==> src/rtl/vram_write_arbiter.sv <==
// Round-robin arbiter for the VRAM write port (m0 rasterizer, m1 fill engine) plus buffer-swap sequencing.
// Request in IDLE -> vram_sel_o next cycle; grant held until vram_ack_i, one idle bubble after; requesters hold sel until ack.
module vram_write_arbiter #(
  parameter int ADDR_WIDTH = 16,
  parameter int DATA_WIDTH = 16,
  parameter int MASK_WIDTH = 4
) (
  input  logic                  clk,
  input  logic                  reset_i,
  input  logic                  m0_sel_i,
  input  logic                  m0_wr_i,
  input  logic [MASK_WIDTH-1:0] m0_mask_i,
  input  logic [ADDR_WIDTH-1:0] m0_addr_i,
  input  logic [DATA_WIDTH-1:0] m0_data_i,
  output logic                  m0_ack_o,
  input  logic                  m1_sel_i,
  input  logic                  m1_wr_i,
  input  logic [MASK_WIDTH-1:0] m1_mask_i,
  input  logic [ADDR_WIDTH-1:0] m1_addr_i,
  input  logic [DATA_WIDTH-1:0] m1_data_i,
  output logic                  m1_ack_o,
  input  logic                  vram_ack_i,
  output logic                  vram_sel_o,
  output logic                  vram_wr_o,
  output logic [MASK_WIDTH-1:0] vram_mask_o,
  output logic [ADDR_WIDTH-1:0] vram_addr_o,
  output logic [DATA_WIDTH-1:0] vram_data_out_o,
  input  logic                  swap_req_i,
  output logic                  swap_o,
  output logic                  busy_o
);

  typedef struct packed {
    logic                  wr;
    logic [MASK_WIDTH-1:0] mask;
    logic [ADDR_WIDTH-1:0] addr;
    logic [DATA_WIDTH-1:0] data;
  } req_t;

  typedef enum logic [1:0] {IDLE, GRANT0, GRANT1, SWAP} state_t;

  state_t state;
  logic   last_grant;
  logic   swap_pending;
  req_t   req0;
  req_t   req1;
  req_t   vram_req;

  assign req0 = {m0_wr_i, m0_mask_i, m0_addr_i, m0_data_i};
  assign req1 = {m1_wr_i, m1_mask_i, m1_addr_i, m1_data_i};

  always_ff @(posedge clk) begin
    if (reset_i) begin
      state        <= IDLE;
      last_grant   <= 1'b1;
      swap_pending <= 1'b0;
      vram_sel_o   <= 1'b0;
      vram_req     <= '0;
      swap_o       <= 1'b0;
    end else begin
      swap_o <= 1'b0;
      if (swap_req_i)
        swap_pending <= 1'b1;
      case (state)
        IDLE: begin
          // A pending swap beats any new grant so the swap lands between transfers.
          if (swap_pending) begin
            state  <= SWAP;
            swap_o <= 1'b1;
          end else if (m0_sel_i && (!m1_sel_i || last_grant)) begin
            state      <= GRANT0;
            vram_sel_o <= 1'b1;
            vram_req   <= req0;
            last_grant <= 1'b0;
          end else if (m1_sel_i) begin
            state      <= GRANT1;
            vram_sel_o <= 1'b1;
            vram_req   <= req1;
            last_grant <= 1'b1;
          end
        end
        GRANT0, GRANT1: begin
          if (vram_ack_i) begin
            vram_sel_o <= 1'b0;
            state      <= IDLE;
          end
        end
        SWAP: begin
          // A request arriving in the swap cycle itself re-arms for a second swap.
          swap_pending <= swap_req_i;
          state        <= IDLE;
        end
        default: state <= IDLE;
      endcase
    end
  end

  assign vram_wr_o       = vram_req.wr;
  assign vram_mask_o     = vram_req.mask;
  assign vram_addr_o     = vram_req.addr;
  assign vram_data_out_o = vram_req.data;

  assign m0_ack_o = vram_ack_i && (state == GRANT0);
  assign m1_ack_o = vram_ack_i && (state == GRANT1);
  assign busy_o   = (state != IDLE) || swap_pending;

endmodule

==> config.mk <==
export PLATFORM = sky130hd
export DESIGN_NAME = vram_write_arbiter
export DESIGN_NICKNAME = d
export VERILOG_FILES = /design/src/rtl/vram_write_arbiter.sv
export SDC_FILE = /design/constraint.sdc
export NUM_CORES = 1
export LEC_CHECK = 0
export ABC_AREA = 1
export CORE_AREA = 10 10 85 87
export DETAILED_ROUTE_END_ITERATION = 8
export DIE_AREA = 0 0 95 97
export PLACE_DENSITY = 0.81
export SLEW_MARGIN = 30
export SYNTH_ARGS = -nofsm -noshare
export SYNTH_HDL_FRONTEND = slang
export SYNTH_SLANG_ARGS = --single-unit
export TNS_END_PERCENT = 100
==> constraint.sdc <==
create_clock -name clk -period 4.15 [get_ports clk]
set_clock_uncertainty 0.15 [all_clocks]
set_input_delay 0.415 -clock clk [delete_from_list [all_inputs] [get_ports clk]]
set_output_delay 0.415 -clock clk [all_outputs]
set_load 0.05 [all_outputs]
==> results.sh, run 1 <==
export IMPL_status="finished clean"
export IMPL_stdcell_area_sq_um=3490
export IMPL_rows=27
export IMPL_gp_congestion=0.767
export IMPL_slew_violations=0
export IMPL_fin_crit_ns=2.72
export IMPL_drive_gt1_share_pct=4.22
export IMPL_synth_top_family_by_area="simple AND/OR/NAND/NOR gates"
export IMPL_die_w_um=95
export IMPL_reg2reg_slack_ns=1.97
export IMPL_postCtsSetupRepairBufs=0
export IMPL_synth_simple_area_share_pct=31.4
export IMPL_synth_compound_area_share_pct=18.3
export IMPL_diodes=0
export IMPL_syn_area_per_cell_sq_um=6.39
export IMPL_synth_cells=341
export IMPL_gr_total_overflow=0
export IMPL_maxCapViolCount=0
export IMPL_ant_nets=0
export IMPL_met1_length_um=2850
export IMPL_die_h_um=97
export IMPL_placedCellCount=513
export IMPL_synth_cell_types=20
export IMPL_switching_share_pct=49.2
export IMPL_synth_seq_cells=43
export IMPL_finalSetupTns_ns=0
export IMPL_fmax_mhz=367
export IMPL_min_from="vram_data_out_o[8]"
export IMPL_hold_slack_ns=0.335
export IMPL_pwr_density_cell_nw_per_um2=646
export IMPL_r2r_end="vram_data_out_o[3]"
export IMPL_cts_resized=0
export IMPL_vias=2396
export IMPL_cp_start_kind="register"
export IMPL_synth_fa_ha_area_share_pct=2.30
export IMPL_end_kind="output pin"
export IMPL_fillers=531
export IMPL_reg2reg_from="state[0]"
export IMPL_p_sw_mw=1.11
export IMPL_clk_pin_slew_worst_paths_ns=0.08
export IMPL_grt_pass1_wl_um=11200
export IMPL_p_seq_share_pct=27.7
export IMPL_yosys_area_share_xor_xnor_pct=0
export IMPL_power_internal_mw=1.15
export IMPL_wl_met2_um=3350
export IMPL_vias_per_cell=4.59
export IMPL_grt_total_usage_pct=14.5
export IMPL_clk_path_buf_depth=2
export IMPL_first_global_vias=2294
export IMPL_arrival_ns=2.16
export IMPL_wl_met3_um=653
export IMPL_max_slew_margin_pct=57.0
export IMPL_setup_viol=0
export IMPL_cp_required_ns=3.59
export IMPL_remaining_drc_errors=0
export IMPL_r2r_cells=7
export IMPL_rsz0062_at_grt="no"
export IMPL_wl_per_cell_um=13.2
export IMPL_ys_seq_area_share_pct=39.5
export IMPL_p_total_mw=2.26
export IMPL_root_buffer="clkbuf_8"
export IMPL_leakage_nw=1.56
export IMPL_post_route_period_util_pct=65.6
export IMPL_ys_warn_count=0
export IMPL_top_layer_used="met4"
export IMPL_fin_nets=533
export IMPL_holdPathEnd="vram_data_out_o[8]"
export IMPL_io_pins=122
export IMPL_htreeDepth=2
export IMPL_grt_max_degree=42
export IMPL_initial_core_util_pct=39.8
export IMPL_coreArea_sq_um=5470
export IMPL_syn_cell_area_sq_um=2180
export IMPL_grt_antenna_before_repair=0
export IMPL_worst_pin_slew_ns=0.643
export IMPL_placed_area_sq_um=3380
export IMPL_dieArea_sq_um=9220
export IMPL_worstHoldPathCells=2
export IMPL_syn_nets=425
export IMPL_cts_hold_buf=0
export IMPL_firstDrtPassIters=4
export IMPL_insertion_delay_ns=0.29
export IMPL_layout_cells_non_filler=522
export IMPL_cts_tree="yes"
export IMPL_comb_power_share_pct=61.1
export IMPL_power_share_clock_pct=11.2
export IMPL_cts_made_buffers=5
export IMPL_dp_hpwl_um=5190
export IMPL_worstPathMaxFanout=15
export IMPL_muxShareOfSynthArea_pct=0
export IMPL_finalWirelength_um=6910
export IMPL_cts_sinks=43
export IMPL_worstSetupPathType="register to output pin"
export IMPL_hold_viol=0
export IMPL_irDropWorstVdd_mv=0.330
export IMPL_drt_iter0_markers=75
export IMPL_area_delta_synth_final_pct=60.3
export IMPL_io_buffers=121
export IMPL_hold_class="register to register"
## power groups by stage
stage | Combinational, mW | Clock (mW) | Sequential (mW)
floorplan | 0.517 | 0 | 1.06
global placement | 1.37 | 0 | 0.626
detailed placement | 1.39 | 0 | 0.634
CTS | 1.39 | 0.259 | 0.627
global route | 1.50 | 0.281 | 0.643
finish | 1.38 | 0.254 | 0.625
## cells in the final DEF, fill, tap and decap left out, types with 2 or more instances in the layout
cell             count
clkbuf_8             5
nor2_1              44
clkinv_2             3
clkdlybuf4s50_1    121
o21ai_1             11
inv_1               12
nand3_1              2
buf_4                3
nand2_2              2
inv_2                2
ha_1                 4
o21ai_0             26
nand2_1            127
dfxtp_1             43
a21oi_1             39
## how the worst max path moves through the flow
stage | slack [ns] | endpoint | cells past startpoint | startpoint
3_3_place_gp | 1.58 | vram_sel_o | 9 | m1_sel_i
4_1_cts | 1.41 | busy_o | 6 | state[0]
5_1_grt | 1.27 | busy_o | 6 | state[0]
6_report | 1.43 | busy_o | 6 | state[0]
2_1_floorplan | 2.17 | busy_o | 7 | state[0]
3_5_place_dp | 1.74 | busy_o | 6 | state[0]
## kinds of logic after synthesis
kind of cell,Yosys count
simple gates,178
flops,43
compound gates,78
fa+ha+maj,4
buf+inv,38
## worst max-delay path, stage by stage, from the launching register on
cell and delay, ns:
dfxtp_1 0.34, inv_1 0.10, ha_1 0.20, inv_1 0.10
nor2_4 0.32, inv_1 0.09, clkdlybuf4s50_1 0.72
## synthesized netlist by cell type, drive strengths merged
library cell    n  area, sq um
dfxtp          43          861
ha              4         50.1
nor3            1         5.00
nand3           2         10.0
nand2         129          487
buf            19          113
or2             1         6.26
nor2           45          176
o211ai          1         7.51
a21oi          39          195
a21boi          1         11.3
o21ai          37          185
inv            14         52.6
clkbuf          5         18.8
## metal layers
layer	global-route usage, %	up-vias
met3	6.25	8
met2	24.7	77
met1	16.0	1024
met4	3.78	0
li1	-	1287
met5	0	-
## sequential cells by signal, indices dropped and copies added, names as in the netlist
name / count
last_grant: 1
state: 2
swap_o: 1
swap_pending: 1
vram_addr_o: 16
vram_data_out_o: 16
vram_mask_o: 4
vram_sel_o: 1
vram_wr_o: 1
## through the flow
step / setup WS [ns] / utilization [%]
2_1_floorplan: 2.17 / -
3_3_place_gp: 1.58 / 61.7
3_5_place_dp: 1.74 / 61.8
4_1_cts: 1.41 / 63.3
5_1_grt: 1.27 / 63.8
6_report: 1.43 / 63.8
## layout make-up
type / count / area, sq um / area share [%]
Timing Repair Buffer: 125 / 1260 / 36.1
Multi-Input combinational cell: 260 / 1140 / 32.7
Sequential cell: 43 / 861 / 24.7
Tap cell: 72 / 90.1 / 2.58
Clock buffer: 5 / 68.8 / 1.97
Inverter: 14 / 52.6 / 1.50
Clock inverter: 3 / 15.0 / 0.430
No activity file was read; power rests on OpenSTA's default activity.
==> inputs of run 2 (changes only) <==
CORE_AREA = 10 10 86 88   (was 10 10 85 87)
DIE_AREA = 0 0 96 98   (was 0 0 95 97)
PLACE_DENSITY = 0.79   (was 0.81)
clock period = 2.7 ns   (was 4.15 ns; I/O delays follow)
==> run 2 against run 1 <==
Power rose by 55%. Core utilization fell by 2.4 points. Register-to-register slack got worse by 1.3 ns. Flip-flop and latch count did not move. Clock power rose by 59%. Non-clock buffer count rose by 4. Largest cell class unchanged. Via count rose by 1.8%. Die area rose by 2.1%. Sequential share of layout area fell by 0.26 points.
==> results.sh, run 2 (synthesis results as in run 1) <==
export IMPL_maxCapViolCount=0
export IMPL_holdPathEnd="vram_addr_o[5]"
export IMPL_worst_pin_slew_ns=0.543
export IMPL_worstHoldPathCells=2
export IMPL_worstPathMaxFanout=3
export IMPL_end_kind="output pin"
export IMPL_cts_sinks=43
export IMPL_ant_nets=0
export IMPL_clk_path_buf_depth=2
export IMPL_critPathTopFamily="buffers and inverters"
export IMPL_use_met2_pct=25.0
export IMPL_coreArea_sq_um=5750
export IMPL_initial_core_util_pct=37.9
export IMPL_cp_start_kind="register"
export IMPL_hold_class="register to register"
export IMPL_io_pins=122
export IMPL_die_w_um=96
export IMPL_crit_top_cell="inv_1"
export IMPL_grt_total_usage_pct=14.5
export IMPL_path_depth=5
export IMPL_cp_cell_sequence="inv_1, ha_1, nand2_1, inv_1, clkdlybuf4s50_1"
export IMPL_postCtsSetupRepairBufs=0
export IMPL_wl_per_cell_um=13.4
export IMPL_irDropWorstVdd_mv=0.499
export IMPL_busiest_layer="met2"
export IMPL_slew_violations=0
export IMPL_critPathMaxStageDelay_ns=0.79
export IMPL_status="finished clean"
export IMPL_rows=28
export IMPL_finalSetupTns_ns=0
export IMPL_grt_max_degree=40
export IMPL_cp_required_ns=2.28
export IMPL_cts_resized=0
export IMPL_arrival_ns=1.76
export IMPL_fmax_mhz=458
export IMPL_worst_path_buf_inv=3
export IMPL_fin_crit_ns=2.18
export IMPL_final_cell_mix="nand2_1 (128), clkdlybuf4s50_1 (120), nor2_1 (44)"
export IMPL_grt_antenna_before_repair=0
export IMPL_drt_iter0_markers=86
export IMPL_r2r_end="vram_mask_o[0]"
export IMPL_reg2reg_from="state[0]"
export IMPL_cts_hold_buf=0
export IMPL_htreeDepth=2
export IMPL_remaining_drc_errors=0
export IMPL_first_global_vias=2357
export IMPL_clk_pin_slew_worst_paths_ns=0.08
export IMPL_io_buffers=121
export IMPL_cts_tree="yes"
export IMPL_met3_usage_pct=6.66
export IMPL_pwr_density_cell_nw_per_um2=992
export IMPL_area_delta_synth_final_pct=62.0
export IMPL_gr_usage_met1_pct=15.3
export IMPL_min_from="vram_addr_o[5]"
export IMPL_max_slew_margin_pct=63.7
export IMPL_reg2reg_slack_ns=0.66
export IMPL_finalWirelength_um=7060
export IMPL_vias_per_cell=4.62
export IMPL_grt_pass1_wl_um=11200
export IMPL_r2r_cells=8
export IMPL_vias=2438
export IMPL_root_buffer="clkbuf_8"
export IMPL_rsz0062_at_grt="no"
export IMPL_fin_nets=537
export IMPL_post_route_period_util_pct=80.8
export IMPL_leakage_nw=1.58
export IMPL_cts_made_buffers=5
export IMPL_slowest_stage="clkdlybuf4s50_1"
export IMPL_hold_viol=0
export IMPL_dieArea_sq_um=9410
export IMPL_firstDrtPassIters=4
export IMPL_post_route_util_pct=61.4
export IMPL_gr_total_overflow=0
export IMPL_die_h_um=98
export IMPL_final_common_cell="nand2_1"
export IMPL_setup_viol=0
export IMPL_insertion_delay_ns=0.28
export IMPL_diodes=0
export IMPL_dp_hpwl_um=5450
export IMPL_drive_gt1_share_pct=4.64
export IMPL_worstSetupPathType="register to output pin"
export IMPL_gp_congestion=0.780
==> run 2: worst max-delay path by stage <==
stage	from	to
final	state[0]	m1_ack_o
after global routing	state[1]	busy_o
after CTS	state[0]	m1_ack_o
after detailed placement	vram_ack_i	m0_ack_o
after global placement	vram_ack_i	m0_ack_o
after floorplan	state[0]	busy_o
==> run 2: worst min-delay path, cell delays in order, from the launching register on <==
cell and delay [ns]:
dfxtp_1 0.33, a21oi_1 0.04, nor2_1 0.08
==> run 2: cell type report <==
type	instances	area, sq um
fillers	574	2220
repair buffers	129	1290
multi-input cells	260	1140
flip-flops and latches	43	861
well taps	75	93.8
clock buffers	6	82.6
inverters	14	52.6
clock inverters	1	5.00
==> run 2: report_power, final <==
part / total [mW] / switching, mW / internal [mW]
registers: 0.957 / 0.108 / 0.850
clock network: 0.403 / 0.202 / 0.201
logic: 2.14 / 1.39 / 0.749
==> run 2: routing by layer <==
layer | vias to the layer above | part of all wire (%)
met3 | 7 | 9.9
li1 | 1299 | -
met1 | 1061 | 40
met4 | 0 | 0.96
met5 | - | 0
met2 | 71 | 49
==> run 2: per-stage QoR <==
step | setup slack (ns) | hold WS (ns) | cell area [sq um] | cells | total power [mW]
6_report | 0.517 | 0.332 | 3530 | 528 | 3.50
5_1_grt | 0.389 | 0.359 | 3530 | 528 | 3.75
4_1_cts | 0.493 | 0.338 | 3530 | 528 | 3.54
3_5_place_dp | 0.593 | 0.318 | 3440 | 521 | 3.14
3_3_place_gp | 0.599 | 0.308 | 3440 | 521 | 3.10
2_1_floorplan | 0.867 | 0.192 | 2180 | 341 | 2.42
==> inputs of run 3 (changes only) <==
CORE_AREA = 10 10 90 92   (was 10 10 86 88)
DIE_AREA = 0 0 100 102   (was 0 0 96 98)
PLACE_DENSITY = 0.75   (was 0.79)
clock period = 1.98 ns   (was 2.7 ns; I/O delays follow)
==> run 3 against run 2 <==
Clock power grew 97%. Cell count up 1.1%. Non-clock buffer count grew 3. Critical path depth increased by 2. Hold slack better by 0.0018 ns. Global-route usage is 1.2 points lower. Register-to-register slack worse by 0.45 ns. Flip-flop and latch count unchanged. Routed wire length rose by 1.3%. Critical path type unchanged. Largest cell class unchanged. Largest power group unchanged.
==> results.sh, run 3 (synthesis results as in run 1) <==
export IMPL_status="finished clean"
export IMPL_wl_per_cell_um=13.4
export IMPL_slew_violations=0
export IMPL_vias=2452
export IMPL_worstPathMaxFanout=17
export IMPL_max_slew_margin_pct=63.9
export IMPL_gr_total_overflow=0
export IMPL_cts_made_buffers=5
export IMPL_fin_crit_ns=1.86
export IMPL_postCtsSetupRepairBufs=0
export IMPL_fmax_mhz=538
export IMPL_io_buffers=121
export IMPL_rows=29
export IMPL_drt_iter0_markers=103
export IMPL_cts_tree="yes"
export IMPL_post_route_period_util_pct=93.8
export IMPL_gp_congestion=0.789
export IMPL_diodes=0
export IMPL_finalWirelength_um=7150
export IMPL_worstSetupPathType="register to output pin"
export IMPL_coreArea_sq_um=6280
export IMPL_grt_total_usage_pct=13.2
export IMPL_grt_antenna_before_repair=0
export IMPL_cp_required_ns=1.63
export IMPL_rsz0062_at_grt="no"
export IMPL_pwr_density_cell_nw_per_um2=1410
export IMPL_htreeDepth=2
export IMPL_end_kind="output pin"
export IMPL_grt_pass1_wl_um=11300
export IMPL_wl_met2_um=3570
export IMPL_insertion_delay_ns=0.29
export IMPL_area_delta_synth_final_pct=67.3
export IMPL_maxCapViolCount=0
export IMPL_wl_met3_um=726
export IMPL_irDropWorstVdd_mv=0.684
export IMPL_first_global_vias=2402
export IMPL_worst_path_buf_inv=5
export IMPL_clk_pin_slew_worst_paths_ns=0.09
export IMPL_dieArea_sq_um=10200
export IMPL_grt_max_degree=41
export IMPL_hold_class="register to register"
export IMPL_critPathTopFamily="buffers and inverters"
export IMPL_cp_cell_sequence="inv_2, ha_4, inv_1, nor2_4, buf_12, inv_1, buf_4"
export IMPL_dp_hpwl_um=5580
export IMPL_root_buffer="clkbuf_8"
export IMPL_finalSetupTns_ns=0
export IMPL_leakage_nw=1.63
export IMPL_arrival_ns=1.51
export IMPL_slowest_stage="dfxtp_1"
export IMPL_fin_nets=540
export IMPL_hold_viol=0
export IMPL_io_pins=122
export IMPL_clk_path_buf_depth=2
export IMPL_ant_nets=0
export IMPL_met1_length_um=2820
export IMPL_worst_pin_slew_ns=0.540
export IMPL_post_route_util_pct=58.1
export IMPL_die_w_um=100
export IMPL_final_common_cell="nand2_1"
export IMPL_critPathMaxStageDelay_ns=0.35
export IMPL_p_total_mw=5.15
export IMPL_die_h_um=102
export IMPL_crit_top_cell="inv_1"
export IMPL_vias_per_cell=4.59
export IMPL_initial_core_util_pct=34.7
export IMPL_cp_start_kind="register"
export IMPL_cts_sinks=43
export IMPL_drive_gt1_share_pct=6.35
export IMPL_setup_viol=0
export IMPL_final_cell_mix="nand2_1 (128), clkdlybuf4s50_1 (118), nor2_1 (44)"
export IMPL_firstDrtPassIters=4
export IMPL_remaining_drc_errors=0
export IMPL_top_layer_used="met4"
## run 3: cell types whose count changed in the layout (fill, tap and decap cells not counted), sizes merged
cell,previous run,this run
clkinv,1,0
clkdlybuf4s50,120,118
buf,9,14
bufinv,0,2
## run 3: worst register-to-register path, delay by kind of cell (launching register included)
kind                     cells  cell delay (ns)
AND/OR/NAND/NOR              6             0.56
buffers and inverters        3             0.47
flip-flops                   1             0.35
adder cells (fa/ha/maj)      1             0.15
## run 3: path summary, 6_finish.rpt
path         slack, ns  depth (start not counted)       startpoint               to
max               0.12                          7         state[0]           busy_o
min               0.33                          2  vram_addr_o[12]  vram_addr_o[12]
max reg2reg       0.21                         10         state[0]         state[1]
min reg2reg       0.33                          2  vram_addr_o[12]  vram_addr_o[12]
## run 3: layout make-up
cell class / count / area [sq um]
inverter: 14 / 52.6
sequential: 43 / 861
clock inverter: 2 / 60.1
clock buffer: 6 / 72.6
timing repair buffer: 132 / 1350
tap: 77 / 96.3
multi-input combinational: 260 / 1150
fill: 625 / 2630
## run 3: layer usage
layer | global-route usage, % | vias to the layer above
met5 | 0 | -
met4 | 2.61 | 0
met3 | 6.55 | 4
met2 | 24.0 | 80
met1 | 13.5 | 1067
li1 | - | 1301
## run 3: where the power goes
part	switching (mW)	internal (mW)
Sequential	0.153	1.16
Combinational	1.92	1.13
Clock	0.288	0.504
## run 3: metrics by stage
stage / hold slack, ns / instance area [sq um] / setup slack, ns / std cells
after global routing: 0.355 / 3640 / 0.0220 / 534
after CTS: 0.339 / 3620 / 0.0108 / 534
after detailed placement: 0.320 / 3490 / 0.180 / 526
final: 0.334 / 3640 / 0.122 / 534
after global placement: 0.308 / 3490 / 0.246 / 526
after floorplan: 0.120 / 2180 / 0.219 / 341
## run 3: what timing repair did
action	4_1_cts	5_1_grt
endpoints found under the hold margin	0	0
resized for setup	1	6
endpoints found under the setup margin	1	2
hold buffers	0	0
cloned	0	0
pin swaps	0	1
